<file path="src/rtl/shared_adder_arbiter.sv">
// Time-shares one registered adder among NREQ requesters.
// Round-robin grant with operand capture in stage 1; the add and a one-hot ack come in stage 2.
module shared_adder_arbiter #(
    parameter int NREQ  = 4,
    parameter int WIDTH = 13,
    parameter int IDW   = $clog2(NREQ)
) (
    input  logic                  clk,
    input  logic                  rst_n,
    input  logic [NREQ-1:0]       req,
    input  logic [NREQ*WIDTH-1:0] op_a,
    input  logic [NREQ*WIDTH-1:0] op_b,
    output logic [NREQ-1:0]       ack,
    output logic [WIDTH-1:0]      sum,
    output logic                  carry,
    output logic                  busy
);

    function automatic logic [WIDTH:0] add_wrap(input logic [WIDTH-1:0] a,
                                                input logic [WIDTH-1:0] b);
        return {1'b0, a} + {1'b0, b};
    endfunction

    logic [NREQ-1:0]  pending;
    logic [NREQ-1:0]  pending_next;
    logic [NREQ-1:0]  elig;
    logic [IDW-1:0]   ptr;
    logic [IDW-1:0]   ptr_next;
    logic             grant_vld;
    logic [IDW-1:0]   grant_id;
    logic [WIDTH-1:0] grant_a;
    logic [WIDTH-1:0] grant_b;

    logic             vld_p1;
    logic [IDW-1:0]   id_p1;
    logic [WIDTH-1:0] a_p1;
    logic [WIDTH-1:0] b_p1;

    // A requester whose ack is showing this cycle is masked, so regrant is one cycle later.
    assign elig = req & ~pending & ~ack;

    always_comb begin
        grant_vld = 1'b0;
        grant_id  = '0;
        for (int k = 0; k < NREQ; k++) begin
            int            idx;
            logic [IDW-1:0] sel;
            idx = (int'(ptr) + k) % NREQ;
            sel = IDW'(idx);
            if (!grant_vld && elig[sel]) begin
                grant_vld = 1'b1;
                grant_id  = sel;
            end
        end
    end

    always_comb begin
        grant_a = '0;
        grant_b = '0;
        for (int k = 0; k < NREQ; k++) begin
            if (grant_id == IDW'(k)) begin
                grant_a = op_a[k*WIDTH +: WIDTH];
                grant_b = op_b[k*WIDTH +: WIDTH];
            end
        end
    end

    assign ptr_next = (grant_id == IDW'(NREQ - 1)) ? '0 : grant_id + IDW'(1);

    // The clear of a completing id and the set of a new grant are independent.
    always_comb begin
        pending_next = pending;
        if (vld_p1)
            pending_next[id_p1] = 1'b0;
        if (grant_vld)
            pending_next[grant_id] = 1'b1;
    end

    // Stage 1: grant and operand capture; stage 2: add and ack.
    always_ff @(posedge clk or negedge rst_n) begin
        if (!rst_n) begin
            vld_p1  <= 1'b0;
            id_p1   <= '0;
            pending <= '0;
            ptr     <= '0;
            ack     <= '0;
            sum     <= '0;
            carry   <= 1'b0;
        end else begin
            vld_p1  <= grant_vld;
            pending <= pending_next;
            if (grant_vld) begin
                id_p1 <= grant_id;
                ptr   <= ptr_next;
            end
            ack <= vld_p1 ? (NREQ'(1) << id_p1) : '0;
            if (vld_p1)
                {carry, sum} <= add_wrap(a_p1, b_p1);
        end
    end

    always_ff @(posedge clk) begin
        if (grant_vld) begin
            a_p1 <= grant_a;
            b_p1 <= grant_b;
        end
    end

    assign busy = vld_p1 | (|ack);

endmodule

</file>
<file path="config.mk">
export PLATFORM = sky130hd
export DESIGN_NAME = shared_adder_arbiter
export DESIGN_NICKNAME = d
export VERILOG_FILES = /design/src/rtl/shared_adder_arbiter.sv
export SDC_FILE = /design/constraint.sdc
export NUM_CORES = 1
export LEC_CHECK = 0
export ABC_AREA = 0
export CORE_MARGIN = 4
export CORE_UTILIZATION = 45
export CTS_BUF_LIST = sky130_fd_sc_hd__clkbuf_4
export DETAILED_ROUTE_END_ITERATION = 10
export GPL_TIMING_DRIVEN = 0
export PLACE_DENSITY_LB_ADDON = 0.2
export SLEW_MARGIN = 5
export SYNTH_ARGS = -nofsm -noshare
export SYNTH_HDL_FRONTEND = slang
export SYNTH_SLANG_ARGS = --single-unit
</file>
<file path="constraint.sdc">
create_clock -name clk -period 3.1 [get_ports clk]
set_input_delay 0.62 -clock clk [delete_from_list [all_inputs] [get_ports clk]]
set_output_delay 0.62 -clock clk [all_outputs]
set_load 0.05 [all_outputs]
</file>
==> reports/qor.yml, run 1 <==
grt_max_degree: 34
wl_met2_um: 5097
max_freq_mhz: 328.6
period_share_pct: 98.17
coreArea_um2: 6944
drv_cap: 0
htreeDepth: 2
gp_congestion: 0.8577
met3_length_um: 883
worst_path_max_delay_cell: "clkdlybuf4s50_1"
clockBufferDepth: 2
final_net_count: 635
rows: 30
post-synth-top-area-cell: "edfxtp_1"
drc: 0
pwr-share-comb_pct: 69.0
die_area_um2: 8760
worstMarginPinSlew_ps: 685.2
clockRootBuffer: "clkbuf_4"
synth.distinct_cells: 49
grt_pass1_vias: 3492
portBuffers: 128
clkSinkCount: 53
pin_count: 129
power_density_nw_per_um2: 1215
synthCells: 368
multi_input_area_um2: 1779
slew_headroom_pct: 54.32
skew_ps: 16.68
initialDrtViolationCount: 182
ant_nets: 0
ys_seq_area_share_pct: 44.17
synth_edf_count: 26
die_h_um: 93.60
wire_per_inst_um: 16.87
postSynthAreaPerCell_um2: 8.959
period_needed_ps: 3043
drive_gt1_share_pct: 11.81
yosys_register_bits: 53
end_kind: "flip-flop"
cts-hold-fix-buffers: 0
cellLeakagePower_uw: 0.001984
antenna_found_initial: 1
whs_ps: 240.4
initial_core_util_pct: 47.48
crit_path_start_kind: "input port"
cts_tree: "done"
area.growth.synth_to_final_pct: 49.56
critical_path_class: "input port to flip-flop"
top_layer_used: "met4"
dpl.hpwl_um: 8290
hold_viol: 0
peakVddDrop_uv: 675.6
met1_length_um: 3989
syn_area_um2: 3297
ys_top_cells_by_area: "edfxtp_1, dfrtp_1, ha_1, a21oi_1, a22oi_1"
ys_warn_count: 0
path_cells: "clkdlybuf4s50_1 -> nor3b_1 -> o32ai_2 -> a21oi_2 -> inv_1 -> ha_2 -> nor2b_1 -> clkbuf_4 -> buf_6 -> a22oi_2 -> nor2_1 -> a21oi_1 -> o21ai_0"
seq_area_um2: 1456
syn_nets: 496
crit_family: "buffers and inverters"
routed_via_density: 5.582
critPathArrivalTime_ps: 3140
p_int_uw: 3090
grt_pass1_wl_um: 16280
slowest_delay_ps: 440
power_switching_uw: 2900
setup_tns_ps: 0
numCtsBuffers: 5
final.fill_count: 528
synth_top_area_share_pct: 23.68
wl_um: 10210
required_ps: 3190
pwr-share-seq_pct: 24.6
clk_pin_slew_ps: 150
drv_slew: 0
gr-total-overflow: 0
die_x_um: 93.60
ys.flop_type: "dfrtp_1"
p_clk_share_pct: 6.4
min_path_type: "input port to async pin"
clock_latency_ps: 360
status: "complete, no violations"
r2r-start: "ack[3]$_DFF_PN0_"
setup_viol: 0
crit_start: "req[3]"
grtUsageTotal_pct: 23.70
async_flop_share_pct: 50.94
drtPass1Iterations: 4
layout_common_cells: "clkdlybuf4s50_1, nand2_1, a21oi_1"
path_max_fanout: 10
final_common_cell: "clkdlybuf4s50_1"
p_sw_share_pct: 48.41
route.vias.total: 3377
cp.buffers_inverters: 4
-- logic make-up (layout without fill, tap and decap cells) --
family          Yosys count  after routing  share of synthesized area, %
fa+ha+maj                18             18                         7.059
other cells               0              1                             0
flops                    53             53                         44.17
compound gates          136            136                         25.92
xor+xnor                  4              4                         1.063
buf+inv                  39            179                         4.706
simple gates            112            112                         15.03
mux                       6              6                         2.049
-- path summary, 6_finish.rpt --
path                                       to  slack [ps]  cells past startpoint
min reg2reg                sum[7]$_DFFE_PN0P_         500                      2
min in group clk           sum[7]$_DFFE_PN0P_         500                      2
max reg2reg                 b_p1[8]$_DFFE_PN_         320                     12
max                         b_p1[8]$_DFFE_PN_          60                     13
max in group asynchronous    vld_p1$_DFF_PN0_        2460                      1
min                        ptr[0]$_DFFE_PN0N_         240                      1
-- cells in the mapped netlist, drive strengths merged (3+ instances only) --
master  instances
nor2b           3
a22oi          26
o311ai          3
mux2            6
xnor2           4
nor3            3
nor3b           4
clkbuf         11
nand2          51
o221ai          3
and3            3
edfxtp         26
o21ai          36
o31ai           4
a21oi          42
buf            12
ha             17
nor2           35
a21o            6
dfrtp          27
nand3           3
inv            16
-- per-stage QoR --
stage / std cells / util, % / total power [µW] / instance area, µm² / setup WS, ps
final: 605 / 71.01 / 5990 / 4931 / 56.70
after global routing: 605 / 71.01 / 6497 / 4931 / -76.25
after CTS: 603 / 69.42 / 5784 / 4821 / 0.2804
after detailed placement: 592 / 67.66 / 5334 / 4698 / -755.1
after global placement: 592 / 67.66 / 5222 / 4698 / -678.5
after floorplan: 368 / - / 4190 / 3297 / 312.5
-- flip-flops by register name, indices dropped and copies added (netlist names) --
| signal | flops |
|---|---|
| ack | 4 |
| sum | 13 |
| pending | 4 |
| id_p1 | 2 |
| vld_p1 | 1 |
| b_p1 | 13 |
| ptr | 2 |
| carry | 1 |
| a_p1 | 13 |
-- power by group through the flow --
stage	sequential [µW]	clock, µW	combinational, µW
after floorplan	1830	0	2360
after global placement	1460	0	3760
after detailed placement	1480	0	3850
after CTS	1470	388	3930
after global routing	1520	415	4560
final	1470	383	4130
-- metal layers --
metal | GRT usage (%) | up-vias
li1 | - | 1622
met1 | 27.05 | 1584
met2 | 41.93 | 150
met3 | 6.275 | 21
met4 | 9.507 | 0
met5 | 0 | -
-- timing repair --
action	4_1_cts	5_1_grt
buffers inserted	3	1
resized for setup	5	49
pin swaps	0	0
setup endpoints to repair	26	26
-- worst register-to-register path: cells and delay by family (launching register included) --
| family | cells | cell delay (ps) |
|---|---|---|
| flops | 1 | 430 |
| simple gates | 3 | 610 |
| buf+inv | 3 | 450 |
| compound gates | 5 | 820 |
| fa+ha+maj | 1 | 210 |
-- final cells by class --
cell class / count / share of cell area (%)
timing repair buffer: 132 / 26.49
multi-input combinational: 276 / 36.08
tap: 96 / 2.436
sequential: 53 / 29.54
inverter: 16 / 1.218
buffer: 23 / 2.588
clock buffer: 6 / 0.9135
clock inverter: 2 / 0.6851
antenna: 1 / 0.05075
Note: power is estimated with default switching activity, not from simulation.
==> run 2, diff against run 1 <==
- PLACE_DENSITY: not set -> 0.8
- PLACE_DENSITY_LB_ADDON: 0.2 -> not set
==> run 2 against run 1 <==
  * Worst setup slack better by 39 ps
  * Combinational power down 4%
  * Sequential cell count unchanged
  * Highest routed layer unchanged
==> reports/qor.yml, run 2 (synthesized netlist as in run 1, its figures left out) <==
numCtsBuffers: 5  # unchanged
drive_gt1_share_pct: 8.661  # -3.1 points
drc: 0  # unchanged
clock_latency_ps: 370  # about the same
worst_path_max_delay_cell: "clkdlybuf4s50_1"
seq_area_um2: 1456  # unchanged
reg2regPathDepth: 9  # -3
end_kind: "flip-flop"
routed_via_density: 5.434  # -2.7%
skew_ps: 9.961  # -6.723 ps
cellLeakagePower_uw: 0.001956  # -1.5%
clkSinkCount: 53  # unchanged
initial_core_util_pct: 47.48  # unchanged
dpl.hpwl_um: 7903  # -4.7%
grt_max_degree: 34  # unchanged
max_freq_mhz: 332.8  # +1.3%
gr-total-overflow: 0  # unchanged
ant_nets: 0  # unchanged
drv_cap: 0  # unchanged
period_needed_ps: 3004  # -38.82 ps
die_x_um: 93.60  # unchanged
rows: 30  # unchanged
period_share_pct: 96.92  # -1.3 points
critical_path_class: "input port to flip-flop"
grt_pass1_vias: 3300  # -5.5%
grtUsageTotal_pct: 22.25  # -1.4 points
area.growth.synth_to_final_pct: 47.21
die_area_um2: 8760  # unchanged
slowest_delay_ps: 460  # +20 ps
clockRootBuffer: "clkbuf_4"
grt_pass1_wl_um: 15460  # -5.0%
layout_common_cells: "clkdlybuf4s50_1, nand2_1, a21oi_1"
pin_count: 129  # unchanged
initialDrtViolationCount: 247  # +36%
final_common_cell: "clkdlybuf4s50_1"
setup_viol: 0  # unchanged
status: "complete, no violations"
crit_path_start_kind: "input port"
crit_family: "buffers and inverters"
path_cells: "clkdlybuf4s50_1 -> nor3b_4 -> a21boi_2 -> o32ai_2 -> a21oi_2 -> buf_4 -> ha_1 -> buf_1 -> clkbuf_1 -> o21ai_0"
gp_congestion: 0.9066  # +5.7%
path_max_fanout: 10  # unchanged
worstMarginPinSlew_ps: 671.0  # -14.17 ps
clk_pin_slew_ps: 140  # about the same
final_net_count: 635  # unchanged
drtPass1Iterations: 5  # +1
peakVddDrop_uv: 471.5  # -30%
critPathArrivalTime_ps: 3110  # -30 ps
p_total_uw: 5743  # -4.1%
coreArea_um2: 6944  # unchanged
die_h_um: 93.60  # unchanged
r2r-start: "ack[1]$_DFF_PN0_"
wl_um: 9754  # -4.4%
stdcell_area_um2: 4853  # -1.6%
cts-hold-fix-buffers: 0  # unchanged
portBuffers: 128  # unchanged
r2r_setup_slack_ps: 340  # +20 ps
antenna_found_initial: 0  # -1
min_path_type: "input port to async pin"
multi_input_area_um2: 1737  # -2.4%
required_ps: 3210  # +20 ps
htreeDepth: 2  # unchanged
wire_per_inst_um: 16.15  # -4.3%
diodes: 0  # -1
place_area_um2: 4698  # unchanged
reg_top3: "a_p1 (13), b_p1 (13), sum (13)"
clockBufferDepth: 2  # unchanged
hold_viol: 0  # unchanged
slew_headroom_pct: 55.26  # +0.94 points
crit_start: "req[1]"
timing.rr.end: "a_p1[11]$_DFFE_PN_"
cts_tree: "done"
drv_slew: 0  # unchanged
route.vias.total: 3282  # -2.8%
cp.buffers_inverters: 4  # unchanged
power_density_nw_per_um2: 1183  # -2.6%
final.fill_count: 544  # +3.0%
run 2: cell types whose count changed in the layout (fill, tap and decap cells not counted), moves of 2 or more:
cell,delta
a22oi_2,-8
o21ai_0,+3
a21oi_2,-2
o21ai_1,-3
clkbuf_4,+3
clkbuf_2,-8
a21oi_1,+2
a22oi_1,+8
clkbuf_1,+7
run 2: area by class of cell:
cell class	count	share of cell area [%]
inverters	16	1.237
clock inverters	1	0.07734
repair buffers	133	27.07
well taps	96	2.475
plain buffers	22	2.269
flip-flops and latches	53	30.01
multi-input cells	276	35.78
clock buffers	7	1.083
run 2: stage by stage:
step	util [%]	setup TNS, ps	std cells	setup WS, ps	hold WS, ps
final	69.89	0	604	95.52	237.8
after global routing	69.89	-138.5	604	-33.03	273.2
after CTS	68.88	0	601	49.35	501.7
after detailed placement	67.66	-16310	592	-696.2	470.2
after global placement	67.66	-10620	592	-504.9	472.5
after floorplan	-	0	368	312.5	324.4
run 2: what timing repair did:
| item | 4_1_cts | 5_1_grt |
|---|---|---|
| pin swaps | 0 | 0 |
| gates resized for setup | 8 | 15 |
| buffers inserted | 1 | 4 |
| setup endpoints to repair | 24 | 26 |
run 2: how the worst max path moves through the flow:
stage,to,slack (ps),depth (start not counted)
global route,a_p1[9]$_DFFE_PN_,-30,12
floorplan,a_p1[10]$_DFFE_PN_,310,13
CTS,b_p1[9]$_DFFE_PN_,50,14
detailed placement,a_p1[2]$_DFFE_PN_,-700,14
global placement,a_p1[1]$_DFFE_PN_,-500,14
finish,a_p1[11]$_DFFE_PN_,100,10
run 2: power by group:
part / total (µW) / internal (µW) / switching [µW]
clock: 309 / 106 / 203
sequential: 1470 / 1280 / 198
combinational: 3960 / 1580 / 2380
run 2: routing by layer:
layer | GRT usage, % | wire [µm]
met5 | 0 | 0
met2 | 38.65 | 4845
met3 | 4.827 | 800
met1 | 26.76 | 3852
met4 | 8.785 | 255
==> run 3, diff against run 2 <==
- CORE_UTILIZATION: 45 -> 46
- DONT_BUFFER_PORTS: not set -> 1
- PLACE_DENSITY: 0.8 -> 0.59
==> run 3 against run 2 <==
  * Count of clock-buffer cells in the layout fell by 1
  * Core utilization shrank 18 points
  * Design area is 26% lower
  * Worst hold slack worse by 200 ps
  * Clock skew increased by 1.2 ps
  * Critical endpoint is now b_p1[11]$_DFFE_PN_
  * Largest power group unchanged
  * Highest routed layer unchanged
==> reports/qor.yml, run 3 (synthesized netlist as in run 1, its figures left out) <==
status: "complete, no violations"
reg2regPathDepth: 13  # +4
layout_common_cells: "nand2_1, a21oi_1, nor2_1"
slew_headroom_pct: 52.01  # -3.3 points
grt_max_degree: 34  # unchanged
cellLeakagePower_uw: 0.001449  # -26%
gr-total-overflow: 0  # unchanged
final_common_cell: "nand2_1"
drv_slew: 0  # unchanged
rsz0062_at_grt: "true"
clock_latency_ps: 370  # about the same
final_net_count: 507  # -20%
rows: 30  # unchanged
clkSinkCount: 53  # unchanged
area.growth.synth_to_final_pct: 8.767
multi_input_area_um2: 1743  # +0.36%
period_share_pct: 94.20  # -2.7 points
grt_pass1_wl_um: 14970  # -3.2%
reg_top3: "a_p1 (13), b_p1 (13), sum (13)"
wl_um: 9452  # -3.1%
timing.rr.end: "b_p1[11]$_DFFE_PN_"
initialDrtViolationCount: 107  # -57%
grtUsageTotal_pct: 22.55  # +0.30 points
clockBufferDepth: 2  # unchanged
path_max_fanout: 10  # unchanged
peakVddDrop_uv: 683.8  # +45%
max_freq_mhz: 342.4  # +2.9%
ant_nets: 0  # unchanged
gp_congestion: 0.9148  # +0.90%
period_needed_ps: 2920  # -84.26 ps
crit_path_start_kind: "flip-flop"
clk_pin_slew_ps: 150  # about the same
wire_per_inst_um: 19.86  # +23%
r2r_setup_slack_ps: 180  # -160 ps
skew_ps: 11.20  # +1.244 ps
die_x_um: 92.66  # -1.0%
die_h_um: 92.66  # -1.0%
seq_area_um2: 1461  # +0.34%
critPathArrivalTime_ps: 3030  # -80 ps
drc: 0  # unchanged
power_density_nw_per_um2: 1497  # +26%
htreeDepth: 2  # unchanged
coreArea_um2: 6869  # -1.1%
portBuffers: 0  # -100%
grt_pass1_vias: 2843  # -14%
critical_path_class: "flip-flop to flip-flop"
end_kind: "flip-flop"
drv_cap: 0  # unchanged
antenna_found_initial: 0  # unchanged
worstMarginPinSlew_ps: 719.8  # +48.77 ps
drive_gt1_share_pct: 12.89  # +4.2 points
initial_core_util_pct: 48.00  # +0.52 points
pin_count: 129  # unchanged
clockRootBuffer: "clkbuf_4"
route.vias.total: 2776  # -15%
layout.cells.non_filler: 476  # -21%
drtPass1Iterations: 5  # unchanged
die_area_um2: 8586  # -2.0%
final.fill_count: 639  # +17%
routed_via_density: 5.832  # +7.3%
dpl.hpwl_um: 7594  # -3.9%
setup_viol: 0  # unchanged
diodes: 0  # unchanged
cts_tree: "done"
hold_viol: 0  # unchanged
whs_ps: 41.60  # -196.2 ps
post-route-util_pct: 52.20  # -18 points
r2r-start: "ack[1]$_DFF_PN0_"
required_ps: 3210  # about the same
placed_cells: 464  # -22%
numCtsBuffers: 5  # unchanged
min_path_type: "input port to async pin"
## run 3: cell count changes in the layout (fill, tap and decap cells not counted), sizes merged
cell           previous run  this run
inv                      17        16
clkdlybuf4s50           127         0
clkbuf                   22        20
clkinv                    0         2
## run 3: metal layers
metal | up-vias | routed length (µm) | track usage [%]
li1 | 1362 | - | -
met1 | 1256 | 3925 | 28.53
met2 | 132 | 4486 | 36.68
met3 | 26 | 701 | 5.524
met4 | 0 | 338 | 9.768
met5 | - | 0 | 0
## run 3: how the worst max path moves through the flow
stage / start / to / slack (ps) / depth (start not counted)
after floorplan: ack[1]$_DFF_PN0_ / a_p1[10]$_DFFE_PN_ / 310 / 13
after global placement: ack[1]$_DFF_PN0_ / a_p1[6]$_DFFE_PN_ / -90 / 13
after detailed placement: ack[1]$_DFF_PN0_ / a_p1[7]$_DFFE_PN_ / -190 / 13
after CTS: ack[0]$_DFF_PN0_ / a_p1[9]$_DFFE_PN_ / 9 / 12
after global routing: ack[1]$_DFF_PN0_ / b_p1[8]$_DFFE_PN_ / -20 / 13
final: ack[1]$_DFF_PN0_ / b_p1[11]$_DFFE_PN_ / 180 / 13
## run 3: power by group
part | total (µW) | switching (µW) | internal (µW)
Sequential | 1910 | 632 | 1270
Clock | 308 | 213 | 95.8
Combinational | 3150 | 1910 | 1240
## run 3: stage by stage
step	total power (µW)	worst slack [ps]	TNS (ps)	instance area [µm²]
after global placement	4862	-86.17	-907.1	3417
after global routing	5885	-24.52	-60.77	3586
after detailed placement	4927	-186.1	-2547	3417
after floorplan	4190	312.5	0	3297
after CTS	5264	9.013	0	3507
final	5368	179.8	0	3586
## run 3: layout make-up
class,instances,share of cell area [%]
clock buffer,6,1.256
inverter,16,1.675
timing repair buffer,4,1.186
tap,96,3.350
multi-input combinational,276,48.60
sequential,53,40.75
clock inverter,2,0.2791
buffer,23,2.896
## run 3: worst max-delay path, stage by stage, from the launching register on
cell      delay (ps)
dfrtp_2          560
nor3b_4          280
a21boi_2         190
o32ai_1           90
a21oi_2          230
inv_1            100
ha_1             240
nor2b_1          140
buf_2            160
clkbuf_4         190
a22oi_1          150
nor2_1            60
a21oi_1          150
o21ai_0          130
## run 3: what timing repair did
action,4_1_cts,5_1_grt
endpoints found under the hold margin,27,0
endpoints found under the setup margin,21,26
pin swaps,0,1
gates resized for setup,4,22
setup buffers,0,3
hold buffers,1,0
cloned,0,0
